`config.mk`:
```
export PLATFORM = sky130hd
export DESIGN_NAME = lcd_bus_arbiter
export DESIGN_NICKNAME = d
export VERILOG_FILES = /design/src/rtl/lcd_bus_arbiter.sv
export SDC_FILE = /design/constraint.sdc
export NUM_CORES = 1
export LEC_CHECK = 0
export ABC_AREA = 0
export CORE_AREA = 2 2 80 82
export CTS_CLUSTER_SIZE = 16
export DETAILED_ROUTE_END_ITERATION = 6
export DIE_AREA = 0 0 82 84
export PLACE_DENSITY = 0.54
export SETUP_SLACK_MARGIN = 0.15
export SLEW_MARGIN = 20
export SYNTH_ARGS = -nofsm -noshare
export SYNTH_HDL_FRONTEND = slang
export SYNTH_SLANG_ARGS = --single-unit
```
`constraint.sdc`:
```
create_clock -name clk -period 2.65 [get_ports clk]
set_input_delay 0.3975 -clock clk [delete_from_list [all_inputs] [get_ports clk]]
set_output_delay 0.3975 -clock clk [all_outputs]
set_load 0.01 [all_outputs]
```
`src/rtl/lcd_bus_arbiter.sv`:
```
// Two-port fixed-priority arbiter that serialises bytes onto an HD44780 4-bit write-only bus.
// Optional macro LCD_LONG_CMD_DELAY_EN adds a LONG wait after clear/home commands.
module lcd_bus_arbiter #(
    parameter int SETUP_CYC  = 2,
    parameter int E_HIGH_CYC = 4,
    parameter int GAP_CYC    = 40,
    parameter int LONG_CYC   = 1600
) (
    input  logic       clk,
    input  logic       rst,
    input  logic       req0_valid,
    input  logic       req0_rs,
    input  logic [7:0] req0_data,
    output logic       req0_ready,
    input  logic       req1_valid,
    input  logic       req1_rs,
    input  logic [7:0] req1_data,
    output logic       req1_ready,
    output logic       lcd_rs,
    output logic       lcd_rw,
    output logic       lcd_e,
    output logic [3:0] lcd_data,
    output logic       busy,
    output logic [1:0] grant
);

    // Counter reload so a state lasts p cycles; 0 behaves as 1.
    function automatic logic [15:0] reload(input int p);
        return (p <= 1) ? 16'd0 : 16'(p - 1);
    endfunction

    if (SETUP_CYC < 0 || SETUP_CYC > 65535 || E_HIGH_CYC < 0 || E_HIGH_CYC > 65535 ||
        GAP_CYC < 0 || GAP_CYC > 65535 || LONG_CYC < 0 || LONG_CYC > 65535) begin : g_bad_param
        $error("lcd_bus_arbiter: timing parameters must lie in 0..65535");
    end

    localparam logic [15:0] SETUP_LD = reload(SETUP_CYC);
    localparam logic [15:0] E_LD     = reload(E_HIGH_CYC);
    localparam logic [15:0] GAP_LD   = reload(GAP_CYC);
`ifdef LCD_LONG_CMD_DELAY_EN
    localparam logic [15:0] LONG_LD  = reload(LONG_CYC);
`endif

    typedef enum logic [2:0] {
        IDLE, HI_SETUP, HI_E, LO_SETUP, LO_E, GAP
`ifdef LCD_LONG_CMD_DELAY_EN
        , LONG
`endif
    } state_t;

    state_t      state, state_nxt;
    logic [15:0] cnt, cnt_nxt;
    logic [3:0]  data_lo;
    logic        take0, take1;
`ifdef LCD_LONG_CMD_DELAY_EN
    logic        long_q;
`endif

    assign req0_ready = (state == IDLE);
    assign req1_ready = (state == IDLE) && !req0_valid;
    assign take0      = req0_valid && req0_ready;
    assign take1      = req1_valid && req1_ready;
    assign lcd_e      = (state == HI_E) || (state == LO_E);
    assign lcd_rw     = 1'b0;
    assign busy       = (state != IDLE);

    always_ff @(posedge clk or posedge rst) begin
        if (rst) begin
            state <= IDLE;
            cnt   <= '0;
        end else begin
            state <= state_nxt;
            cnt   <= cnt_nxt;
        end
    end

    always_comb begin
        state_nxt = state;
        cnt_nxt   = cnt;
        case (state)
            IDLE: if (take0 || take1) begin
                state_nxt = HI_SETUP;
                cnt_nxt   = SETUP_LD;
            end
            HI_SETUP: if (cnt == 16'd0) begin
                state_nxt = HI_E;
                cnt_nxt   = E_LD;
            end else cnt_nxt = cnt - 16'd1;
            HI_E: if (cnt == 16'd0) begin
                state_nxt = LO_SETUP;
                cnt_nxt   = SETUP_LD;
            end else cnt_nxt = cnt - 16'd1;
            LO_SETUP: if (cnt == 16'd0) begin
                state_nxt = LO_E;
                cnt_nxt   = E_LD;
            end else cnt_nxt = cnt - 16'd1;
            LO_E: if (cnt == 16'd0) begin
                state_nxt = GAP;
                cnt_nxt   = GAP_LD;
            end else cnt_nxt = cnt - 16'd1;
            GAP: if (cnt == 16'd0) begin
`ifdef LCD_LONG_CMD_DELAY_EN
                if (long_q) begin
                    state_nxt = LONG;
                    cnt_nxt   = LONG_LD;
                end else
`endif
                state_nxt = IDLE;
            end else cnt_nxt = cnt - 16'd1;
`ifdef LCD_LONG_CMD_DELAY_EN
            LONG: if (cnt == 16'd0) state_nxt = IDLE;
                  else cnt_nxt = cnt - 16'd1;
`endif
            default: state_nxt = IDLE;
        endcase
    end

    // Bus pins are registered and simply hold their last value outside the nibble phases.
    always_ff @(posedge clk or posedge rst) begin
        if (rst) begin
            lcd_data <= '0;
            lcd_rs   <= 1'b0;
            data_lo  <= '0;
            grant    <= 2'b00;
`ifdef LCD_LONG_CMD_DELAY_EN
            long_q   <= 1'b0;
`endif
        end else begin
            if (take0 || take1) begin
                lcd_data <= take0 ? req0_data[7:4] : req1_data[7:4];
                data_lo  <= take0 ? req0_data[3:0] : req1_data[3:0];
                lcd_rs   <= take0 ? req0_rs : req1_rs;
                grant    <= take0 ? 2'b01 : 2'b10;
`ifdef LCD_LONG_CMD_DELAY_EN
                long_q   <= take0 ? (!req0_rs && (req0_data == 8'h01 || req0_data == 8'h02))
                                  : (!req1_rs && (req1_data == 8'h01 || req1_data == 8'h02));
`endif
            end
            if (state == HI_E && state_nxt == LO_SETUP)
                lcd_data <= data_lo;
            if (state == LO_E && state_nxt == GAP)
                grant <= 2'b00;
        end
    end

endmodule
```
# Word level (Yosys, flattened, before mapping)
# Cells that the tools add are included.
# W data, S select, Z words.
# word_totals
ff_bits	30
input_bits	22
elab_cells	53
out_inout_bits	12
# classes
eq_ne	9
add_sub_neg	1
n_reduce_logical	16
muxes	21
# op_table
cell	count
$mux W16	5
$pmux W16 S5	1
$mux W3	6
$pmux W3 S6	1
$logic_not A16 Y1	1
$mux W4	4
$sub A16 B1 Y16 const B	1
$eq A3 B2 Y1 const B	3
$eq A3 B3 Y1 const B	3
$mux W2	3
$logic_and A1 B1 Y1	5
$reduce_bool A5 Y1	1
$reduce_bool A2 Y1	2
$eq A3 B1 Y1 const B	1
$logic_not A3 Y1	1
$reduce_and A3 Y1	1
$reduce_bool A3 Y1	1
$logic_or A1 B1 Y1	2
$ne A2 B1 Y1 const B	1
$ne A2 B2 Y1 const B	1
$reduce_or A2 Y1	1
$logic_not A1 Y1	1
$mux W1	1

# Depth between registers and ports, before layout
# Gate-level depths: netlist of run 1.
# logic_depth
word_depth	9
ltp_mapped	9
ltp_nobuf	7

# Least setup slack after synthesis of run 1
# Ideal clock, no wire load.
# synth_timing
kind	register -> register
from	reg cnt[0]
to	reg cnt[3]
t_required_ns	2.546
n_path_buf	1
setup_ns	0.104
setup_slack_ns	0.532
stages_incl_launch_ff	9
arrival_ns	2.015
period_less_slack_ns	2.118
path_cell_list	dfrtp_1 > inv_1 > ha_1 > clkbuf_1 > nor4b_1 > nand4_1 > mux2_2 > nand3_2 > o311ai_1
# synth_via
elab_chain_len	3
word_cells_on_any_way	9
classes_between	add/sub (1); eq/ne (1); mux (5); reduce/logical (2)
# synth_rtl
element	line	source
from (decl)	52	logic [15:0] cnt, cnt_nxt;
from (signal assigned)	73	cnt <= cnt_nxt;
$sub A16 B1 Y16 or $logic_not A16 Y1 (tied branches)	-	
$mux W16 (tied with other cells)	101	GAP: if (cnt == 16'd0) begin
$pmux W16 S5 or $reduce_and A3 Y1 (tied branches)	-	
# Several ways; a longest one is shown, not always the timed one. The select of a mux whose other input is x is not followed.
# A chain may end at the register's enable or synchronous reset.

# Worst setup path after layout of run 1
# layout_timing
from	reg state[1]
to	out req0_ready
# layout_via
elab_chain_len	1
# layout_rtl
element	line	source
from (decl)	51	state_t state, state_nxt;
from (signal assigned)	72	state <= state_nxt;
$logic_not A3 Y1	59	assign req0_ready = (state == IDLE);
to (decl)	14	output logic req0_ready,
# No other way between the ends.

==> results of run 1 <==
==> cell usage after synthesis (all sizes together), types with 5 or more instances <==
| cell type | number |
|---|---|
| a21oi | 11 |
| dfrtp | 30 |
| nand2 | 22 |
| nor2b | 6 |
| nor4 | 6 |
| a31oi | 7 |
| a22oi | 8 |
| nand3 | 5 |
| nor2 | 10 |
| inv | 8 |
| nand2b | 7 |
| o21ai | 13 |
| clkbuf | 7 |
| buf | 6 |
==> routing by layer <==
| layer | track usage [%] | vias to the layer above | wire (µm) |
|---|---|---|---|
| met5 | 0 | - | 0 |
| met4 | 4.55 | 0 | 44 |
| met3 | 4.00 | 4 | 179 |
| met2 | 24.3 | 34 | 2230 |
| met1 | 21.5 | 820 | 2370 |
| li1 | - | 852 | - |
==> worst max-delay path: stages, from the launching register on <==
cell and delay, ns:
dfrtp_1 0.48, or3_4 0.53, inv_2 0.14, clkdlybuf4s50_1 0.54
==> worst paths after layout <==
kind | endpoint | slack, ns
max | req0_ready | 0.28
min | cnt[8]$_DFFE_PP0P_ | 0.49
max reg2reg | cnt[13]$_DFFE_PP0P_ | 0.48
min reg2reg | data_lo[0]$_DFFE_PP0P_ | 0.50
max in group asynchronous | cnt[1]$_DFFE_PP0P_ | 1.86
min in group clk | data_lo[0]$_DFFE_PP0P_ | 0.50
==> registers in the layout (all words and copies together), names as in the netlist <==
signal and flops:
cnt 16, data_lo 4, grant 2, lcd_data 4, lcd_rs 1, state 3
==> logic make-up (layout without fill, tap and decap cells) <==
family	after synthesis	count (layout)	share of synthesized area, %
other	1	1	0.195
adders and majority gates	1	1	0.651
buffers and inverters	21	59	4.62
xor gates and xnor gates	6	6	2.73
DFF	30	30	39.1
muxes	7	7	3.91
AOI/OAI and AO/OA	67	67	25.3
and+or+nand+nor	75	75	23.5
==> area by class of cell <==
| type | count | area, µm² |
|---|---|---|
| Clock buffer | 8 | 110 |
| Timing Repair Buffer | 43 | 403 |
| Sequential cell | 30 | 751 |
| Multi-Input combinational cell | 157 | 1090 |
| Inverter | 8 | 30.0 |
| Tap cell | 77 | 96.3 |
| Fill cell | 636 | 3620 |
==> power by group through the flow <==
stage / combinational (W) / sequential (W) / clock (W)
finish: 0.0000595 / 0.000463 / 0.000438
global route: 0.0000659 / 0.000463 / 0.000483
CTS: 0.0000607 / 0.000463 / 0.000451
detailed placement: 0.0000609 / 0.000472 / 0
global placement: 0.0000608 / 0.000472 / 0
floorplan: 0.0000188 / 0.000471 / 0
==> metrics by stage <==
step                instances  total power [W]  instance area, µm²  worst slack (ns)  hold slack (ns)
floorplan                 208         0.000490                1920             0.532            0.446
global placement          315         0.000532                2360             0.408            0.468
detailed placement        315         0.000532                2360             0.387            0.482
CTS                       323         0.000975                2480             0.277            0.498
global route              323          0.00101                2480             0.209            0.506
finish                    323         0.000960                2480             0.283            0.490
==> results.cfg, run 1 <==
[die]
start_util_pct = 31.5
fp.dieArea_um2 = 6890
dieHeight_um = 84
num_rows = 29
fp.dieW_um = 82
core_um2 = 6100
boundaryPins = 34

[hold_path]
hp-class = in -> async

[final_layout]
utilization_pct = 40.6
drive_gt1_share_pct = 15.0
antenna_cells = 0
layout.cells.most_common = clkdlybuf4s50_1
area_growth_pct = 28.9
layout_common_cells = clkdlybuf4s50_1 (32), dfrtp_1 (30), nand2_1 (21)
nNetsFinal = 268

[worst_setup_path]
crit-reg2reg-launch = cnt[0]$_DFFE_PP0P_
cp_data_arrival_time_ns = 1.97
cp-start-kind = flop
worstRegToRegCells = 7
cp-startpoint = state[1]$_DFF_PP0_
worst-setup-path-type = reg -> out
critPathRequiredTime_ns = 2.25
path_max_fanout = 14
crit_path_end_kind = output port

[sta]
rsz0062_at_grt = false
period_share_pct = 89.3
setup_tns_ns = 0
maxSlewViolCount = 0
setup_viol = 0
skew_ns = 0.00864
worst_slew_pin_slew_ns = 0.775
final_hold_viol_count = 0
relSlewSlack_pct = 47.8
period_needed_ns = 2.37
max_clock_freq_mhz = 422

[clocking]
cts_resized = 1
cts_sinks = 30
numCtsBuffers = 5
cts_buffer_depth = 2
clk_latency_ns = 0.28
cts_root_buffer = clkbuf_8
clk_pin_slew_worst_paths_ns = 0.07
ctsHoldBuffers = 0
cts_tree = yes
ctsHtreeMaxLevel = 2
postCtsSetupBuffers = 0

[power]
switching_power_w = 0.000203
pwr-share-comb_pct = 6.2
pwr-share-clk_pct = 45.6
seqPwrFrac_pct = 48.2
p_per_area_nw_per_um2 = 388
p_sw_share_pct = 21.1
peakVddDrop_v = 0.000222
p_leak_nw = 0.977
p_int_w = 0.000758

[synth]
synth_top_area_share_pct = 39.1
synth_cells = 208
synth_area_leaders = dfrtp_1 (39%), nand2_1 (4.1%), nor4_4 (3.3%)
syn_area_um2 = 1920
synth_edf_count = 0
ys_warn_count = 0
ys_seq_elements = 30
synth_ff_type = dfrtp_1
syn_avg_cell_area_um2 = 9.24
syn_nets = 231
synth_top_cell_by_area = dfrtp_1
synthArstFlopShare_pct = 100
yosysSeqAreaShare_pct = 39.1
ys_types = 56

[global_route]
grt-ovfl-total = 0
grt_pass1_wl_um = 8380
grt_usage_pct = 15.7
grt_max_degree = 31
antenna_found_initial = 0
grt_pass1_vias = 1746

[drt]
vias_per_cell = 5.29
routedWlPerCell_um = 15.0
drc = 0
drt_iter0_drc = 126
wl_um = 4830
ant_nets = 0
firstDrtPassIters = 4
vias = 1710

[run]
maxCapViolCount = 0

[place]
port_buffers = 32
place_congestion = 0.797
hpwl_um = 3510

[status]
status = finished, final reports clean
Power figures use the tool's default switching activity.
==> inputs of run 2 (changes only) <==
--- a/config.mk
+++ b/config.mk
@@ -7,7 +7,6 @@
 export LEC_CHECK = 0
 export ABC_AREA = 0
 export CORE_AREA = 2 2 80 82
-export CTS_CLUSTER_SIZE = 16
 export DETAILED_ROUTE_END_ITERATION = 6
 export DIE_AREA = 0 0 82 84
 export PLACE_DENSITY = 0.54
==> results of run 2 <==
Final layout, timing and power as in run 1 (identical DEF).
